## config.mk

```make
export PLATFORM = sky130hd
export DESIGN_NAME = serdes_tx_fifo
export DESIGN_NICKNAME = d
export VERILOG_FILES = /design/src/rtl/serdes_tx_fifo.sv
export SDC_FILE = /design/constraint.sdc
export NUM_CORES = 1
export LEC_CHECK = 0
export ABC_AREA = 1
export CORE_ASPECT_RATIO = 1.25
export CORE_MARGIN = 1.5
export CORE_UTILIZATION = 65
export CTS_CLUSTER_SIZE = 28
export DETAILED_ROUTE_END_ITERATION = 16
export DONT_BUFFER_PORTS = 1
export PLACE_DENSITY = 0.92
export SETUP_SLACK_MARGIN = 0.5
export SLEW_MARGIN = 20
export SYNTH_ARGS = -nofsm -noshare
export SYNTH_HDL_FRONTEND = slang
export SYNTH_SLANG_ARGS = --single-unit
export TNS_END_PERCENT = 30
```

## constraint.sdc

```tcl
create_clock -name CLOCK_50 -period 4.78 [get_ports CLOCK_50]
set_input_delay 0.478 -clock CLOCK_50 [delete_from_list [all_inputs] [get_ports CLOCK_50]]
set_output_delay 0.478 -clock CLOCK_50 [all_outputs]
set_load 0.01 [all_outputs]
```

## src/rtl/serdes_tx_fifo.sv

```systemverilog
`default_nettype none
// ============================================================================
// Module   : serdes_tx_fifo
// Purpose  : Parallel-to-serial transmitter fed by a small synchronous FIFO.
//            Each queued word goes out as one frame: start bit (0), DATA_W
//            data bits LSB first, an optional even-parity bit, and a stop
//            bit (1). Consecutive frames are sent back-to-back with no gap.
// Revision : 1.0  initial release
// ============================================================================
module serdes_tx_fifo #(
  parameter int DATA_W    = 8,  // payload bits per frame (5..16)
  parameter int DEPTH     = 4,  // FIFO capacity in words (power of 2, >= 2)
  parameter int PARITY_EN = 1   // 1: append even-parity bit, 0: no parity
) (
  input  logic                     CLOCK_50,
  input  logic                     reset,
  input  logic [DATA_W-1:0]        Pin,
  input  logic                     send,
  output logic                     Sout,
  output logic                     busy,
  output logic                     full,
  output logic [$clog2(DEPTH):0]   fifoCount,
  output logic                     errTX
);

  // --------------------------------------------------------------------------
  // Constants
  // --------------------------------------------------------------------------
  localparam int c_ADDR_W = $clog2(DEPTH);
  localparam int c_CNT_W  = c_ADDR_W + 1;
  localparam int c_BIT_W  = 5;  // wide enough to count up to 16 data bits

  localparam logic [c_CNT_W-1:0]  c_FULL_CNT = c_CNT_W'(DEPTH);
  localparam logic [c_CNT_W-1:0]  c_CNT_ONE  = c_CNT_W'(1);
  localparam logic [c_ADDR_W-1:0] c_PTR_ONE  = c_ADDR_W'(1);
  localparam logic [c_BIT_W-1:0]  c_LAST_BIT = c_BIT_W'(DATA_W);
  localparam logic [c_BIT_W-1:0]  c_BIT_ONE  = c_BIT_W'(1);

  // Line FSM encoding
  localparam logic [2:0] c_IDLE   = 3'd0;
  localparam logic [2:0] c_START  = 3'd1;
  localparam logic [2:0] c_DATA   = 3'd2;
  localparam logic [2:0] c_PARITY = 3'd3;
  localparam logic [2:0] c_STOP   = 3'd4;

  // --------------------------------------------------------------------------
  // Storage and state
  // --------------------------------------------------------------------------
  logic [DATA_W-1:0]   r_mem [DEPTH];
  logic [c_ADDR_W-1:0] r_wr_ptr;
  logic [c_ADDR_W-1:0] r_rd_ptr;
  logic [c_CNT_W-1:0]  r_count;
  logic                r_err;

  logic [2:0]          r_state;
  logic [DATA_W-1:0]   r_shreg;
  logic                r_par;
  logic [c_BIT_W-1:0]  r_bitcnt;
  logic                r_sout;

  // --------------------------------------------------------------------------
  // FIFO control
  // --------------------------------------------------------------------------
  logic              w_empty;
  logic              w_full;
  logic              w_pop;
  logic              w_push;
  logic              w_drop;
  logic [DATA_W-1:0] w_head;
  logic              w_head_par;

  assign w_empty = (r_count == '0);
  assign w_full  = (r_count == c_FULL_CNT);

  // A pop happens only on the edge that enters START, i.e. from IDLE or STOP
  // when something is queued. It looks at the registered count, so a word
  // written on this same edge is not yet visible to it.
  assign w_pop  = ((r_state == c_IDLE) || (r_state == c_STOP)) && !w_empty;

  // A full FIFO can still take a word if a slot frees up on the same edge;
  // in that case the write slot equals the read slot, and the read sees the
  // old contents because the write is non-blocking.
  assign w_push = send && (!w_full || w_pop);
  assign w_drop = send && w_full && !w_pop;

  assign w_head = r_mem[r_rd_ptr];

  generate
    if (PARITY_EN != 0) begin : g_parity
      assign w_head_par = ^w_head;
    end else begin : g_no_parity
      assign w_head_par = 1'b0;
    end
  endgenerate

  // Word storage; contents need no reset because the pointers define validity
  always_ff @(posedge CLOCK_50) begin
    if (w_push) begin
      r_mem[r_wr_ptr] <= Pin;
    end
  end

  // Pointers and occupancy; pointers wrap naturally at DEPTH (power of 2)
  always_ff @(posedge CLOCK_50 or posedge reset) begin
    if (reset) begin
      r_wr_ptr <= '0;
      r_rd_ptr <= '0;
      r_count  <= '0;
    end else begin
      if (w_push) begin
        r_wr_ptr <= r_wr_ptr + c_PTR_ONE;
      end
      if (w_pop) begin
        r_rd_ptr <= r_rd_ptr + c_PTR_ONE;
      end
      if (w_push && !w_pop) begin
        r_count <= r_count + c_CNT_ONE;
      end else if (w_pop && !w_push) begin
        r_count <= r_count - c_CNT_ONE;
      end
    end
  end

  // Sticky overflow flag: set when a word is dropped, cleared only by reset
  always_ff @(posedge CLOCK_50 or posedge reset) begin
    if (reset) begin
      r_err <= 1'b0;
    end else if (w_drop) begin
      r_err <= 1'b1;
    end
  end

  // --------------------------------------------------------------------------
  // Line FSM. Sout is registered and is loaded with the bit belonging to the
  // state being entered, so the line value always matches the current state.
  // --------------------------------------------------------------------------
  // Frame sequencing, shift register and registered serial output
  always_ff @(posedge CLOCK_50 or posedge reset) begin
    if (reset) begin
      r_state  <= c_IDLE;
      r_shreg  <= '0;
      r_par    <= 1'b0;
      r_bitcnt <= '0;
      r_sout   <= 1'b1;
    end else begin
      case (r_state)
        c_IDLE: begin
          if (w_pop) begin
            r_state <= c_START;
            r_shreg <= w_head;
            r_par   <= w_head_par;
            r_sout  <= 1'b0;
          end else begin
            r_sout  <= 1'b1;
          end
        end

        c_START: begin
          // First data bit goes out as DATA is entered
          r_state  <= c_DATA;
          r_sout   <= r_shreg[0];
          r_shreg  <= {1'b0, r_shreg[DATA_W-1:1]};
          r_bitcnt <= c_BIT_ONE;
        end

        c_DATA: begin
          if (r_bitcnt == c_LAST_BIT) begin
            if (PARITY_EN != 0) begin
              r_state <= c_PARITY;
              r_sout  <= r_par;
            end else begin
              r_state <= c_STOP;
              r_sout  <= 1'b1;
            end
          end else begin
            r_sout   <= r_shreg[0];
            r_shreg  <= {1'b0, r_shreg[DATA_W-1:1]};
            r_bitcnt <= r_bitcnt + c_BIT_ONE;
          end
        end

        c_PARITY: begin
          r_state <= c_STOP;
          r_sout  <= 1'b1;
        end

        c_STOP: begin
          // Next queued word starts immediately, no idle bit in between
          if (w_pop) begin
            r_state <= c_START;
            r_shreg <= w_head;
            r_par   <= w_head_par;
            r_sout  <= 1'b0;
          end else begin
            r_state <= c_IDLE;
            r_sout  <= 1'b1;
          end
        end

        default: begin
          r_state <= c_IDLE;
          r_sout  <= 1'b1;
        end
      endcase
    end
  end

  // --------------------------------------------------------------------------
  // Outputs
  // --------------------------------------------------------------------------
  assign Sout      = r_sout;
  assign busy      = (r_state != c_IDLE);
  assign full      = w_full;
  assign fifoCount = r_count;
  assign errTX     = r_err;

endmodule
`default_nettype wire

```

==> flow_metrics.env <==
export IMPL_tightest_slew_ns=0.929
export IMPL_p_sw_frac=0.426
export IMPL_io_buffers=0
export IMPL_hold_class="in2async"
export IMPL_finalPower_w=0.00222
export IMPL_p_per_area_mw_per_mm2=738
export IMPL_pwr_share_clk=0.198
export IMPL_antenna_found_initial=0
export IMPL_rows=26
export IMPL_area_growth_pct=7.94
export IMPL_r2r_start="r_state[1]"
export IMPL_criticalPathCategory="reg2reg"
export IMPL_cts_tree="built"
export IMPL_finalClockSkew_ns=0.00789
export IMPL_grt_use_total=0.248
export IMPL_synthArstFlopShare=0.448
export IMPL_drc=0
export IMPL_fin_crit_sh=0.545
export IMPL_min_period_ns=2.60
export IMPL_grt_max_degree=27
export IMPL_critPathLaunchType="register"
export IMPL_crit_chain="nor2_2, inv_1, nand2_1, nand2_1, inv_1, ha_1, inv_1, fa_1, nor2_1, nor2_1, nand2_1, xor2_1"
export IMPL_drive_gt1_frac=0.0952
export IMPL_p_int_w=0.00127
export IMPL_cts_sinks=58
export IMPL_clk_pin_slew_ns=0.06
export IMPL_dieArea_mm2=0.00470
export IMPL_die_h_um=76.3
export IMPL_hold_violations=0
export IMPL_rsz0062_at_grt="false"
export IMPL_layout_setup_ws_ns=2.18
export IMPL_cts_root_buf="clkbuf_8"
export IMPL_yosysMostFrequentCell="nand2_1"
export IMPL_leakagePower_nw=1.38
export IMPL_yosysUniqueCellTypes=32
export IMPL_cts_buffer_depth=2
export IMPL_clkLatencyLatePin_ns=0.33
export IMPL_ctsHoldBuffers=0
export IMPL_synth_seq_cells=58
export IMPL_die_width_um=61.6
export IMPL_synth_top_area_frac=0.344
export IMPL_tns_ns=0
export IMPL_ys_warn_count=0
export IMPL_synth_edff_count=32
export IMPL_num_vias=1988
export IMPL_r2r_cells=12
export IMPL_nets=329
export IMPL_routabilityCongestion=0.856
export IMPL_hold_ws_ns=0.236
export IMPL_critPathRequiredTime_ns=5.04
export IMPL_overflow=0
export IMPL_end_kind="register"
export IMPL_slew_violations=0
export IMPL_routed_wl_mm=5.04
export IMPL_peakVddDrop_mv=0.345
export IMPL_reg2reg_slack_ns=2.18
export IMPL_slowest_stage="nor2_2"
export IMPL_placed_cell_area_mm2=0.00281
export IMPL_yosys_top_cells_area="edfxtp_1, dfrtp_1, nand2_1, inv_1, nand3_1"
export IMPL_finalSetupViolations=0
export IMPL_io_pin_count=18
export IMPL_post_cts_setup_buffer_count=0
export IMPL_syn_inst=306
export IMPL_synth_fp_nets=325
export IMPL_initial_core_util=0.681
export IMPL_arrival_ns=2.86
export IMPL_dpl_worst_slack_ns=2.23
export IMPL_worst_r2r_endpoint="fifoCount[2]"
export IMPL_timing_fmax_mhz=384
export IMPL_wl_per_cell_um=13.6
export IMPL_yosysSeqAreaShare=0.578
export IMPL_outcome="complete, no violations"
export IMPL_pwr_share_seq=0.379
export IMPL_antennaDiodeCount=0
export IMPL_dp_hpwl_mm=3.32
export IMPL_drt_iter0_drc=116
export IMPL_core_mm2=0.00410
export IMPL_path_buf_inv=3
export IMPL_maxCapViolations=0
export IMPL_syn_cell_area_mm2=0.00279
export IMPL_cts_repair_resized=0
export IMPL_drt_pass1_iterations=5
export IMPL_cts_buffers=9
export IMPL_postRouteAntennaNets=0
export IMPL_finalInstanceArea_mm2=0.00301
export IMPL_critPathMaxFanout=16
export IMPL_share_comb_of_total_power=0.423
export IMPL_synthFlopType="edfxtp_1"
export IMPL_crit_family="simple AND/OR/NAND/NOR gates"
export IMPL_grt_pass1_vias=1981
export IMPL_h_tree_depth=3
export IMPL_synth_top_area_cell="edfxtp_1"
export IMPL_synth_top_cells_by_count="nand2_1, edfxtp_1, inv_1"
export IMPL_via_per_inst=5.36
export IMPL_max_stage_delay_ns=0.48
export IMPL_grt_pass1_wl_mm=8.38
export IMPL_p_sw_w=0.000947
export IMPL_relSlewSlack=0.380
export IMPL_synth_avg_cell_area_um2=9.12
==> layout by cell type (no fill, tap or decap), types with 2 or more instances in the layout <==
cell type	n
nand3_1	20
clkbuf_8	12
xor2_1	3
o211ai_1	2
o21ai_1	4
nand2_1	117
nor3_1	2
a21oi_1	4
edfxtp_1	32
clkbuf_1	2
ha_1	7
dfrtp_1	25
inv_1	31
nor2_1	18
nand2_2	7
o21ai_0	13
==> worst reg2reg max path, delay by kind of cell (launching register included) <==
kind	cells	cell delay, ns
simple gates	6	0.99
fa+ha+maj	2	0.55
flops	1	0.43
buf+inv	3	0.43
xor+xnor	1	0.14
==> routing by layer <==
layer	part of all wire	global-route usage
met2	0.54	0.404
met5	0	0
met1	0.38	0.282
met4	0.017	0.123
met3	0.059	0.0815
==> through the flow <==
stage               utilization  std cells
global route              0.735        371
detailed placement        0.685        355
finish                    0.735        371
floorplan                     -        306
global placement          0.685        355
CTS                       0.735        371
==> power by group through the flow <==
stage / combinational, W / sequential [W] / clock [W]
2_1_floorplan: 0.000806 / 0.000788 / 0
3_3_place_gp: 0.000864 / 0.000842 / 0
3_5_place_dp: 0.000912 / 0.000849 / 0
4_1_cts: 0.000941 / 0.000842 / 0.000448
5_1_grt: 0.00108 / 0.000863 / 0.000466
6_report: 0.000940 / 0.000843 / 0.000439
==> final cells by class <==
cell class | count | area (µm²)
Multi-Input combinational cell | 208 | 997
Sequential cell | 58 | 1610
Clock buffer | 15 | 198
Fill cell | 285 | 1090
Tap cell | 56 | 70.1
Inverter | 33 | 129
Clock inverter | 1 | 5.00
==> flip-flops by register name, indices dropped and copies added, names as in the netlist <==
register,cells
r_state,3
r_shreg,8
fifoCount,3
r_par,1
r_wr_ptr,2
r_mem,32
errTX,1
r_rd_ptr,2
Sout,1
r_bitcnt,5
==> cells by family (layout without fill, tap and decap cells) <==
group / after synthesis / after routing / share of synthesized area
and+or+nand+nor: 169 / 169 / 0.251
DFF: 58 / 58 / 0.578
buffers and inverters: 40 / 49 / 0.0646
AOI/OAI and AO/OA: 26 / 26 / 0.0516
adders and majority gates: 8 / 8 / 0.0386
xor gates and xnor gates: 4 / 4 / 0.0126
muxes: 1 / 1 / 0.00404
==> worst max-delay path by stage <==
stage,startpoint,to,slack (ns),cells past startpoint
final,r_state[1],fifoCount[2],2.18,12
after global routing,r_state[1],fifoCount[2],1.92,12
after CTS,fifoCount[0],fifoCount[1],2.21,8
after detailed placement,fifoCount[0],fifoCount[1],2.23,8
after global placement,fifoCount[0],fifoCount[1],2.37,8
after floorplan,fifoCount[0],fifoCount[1],2.51,8
(Power assumes the default switching activity.)
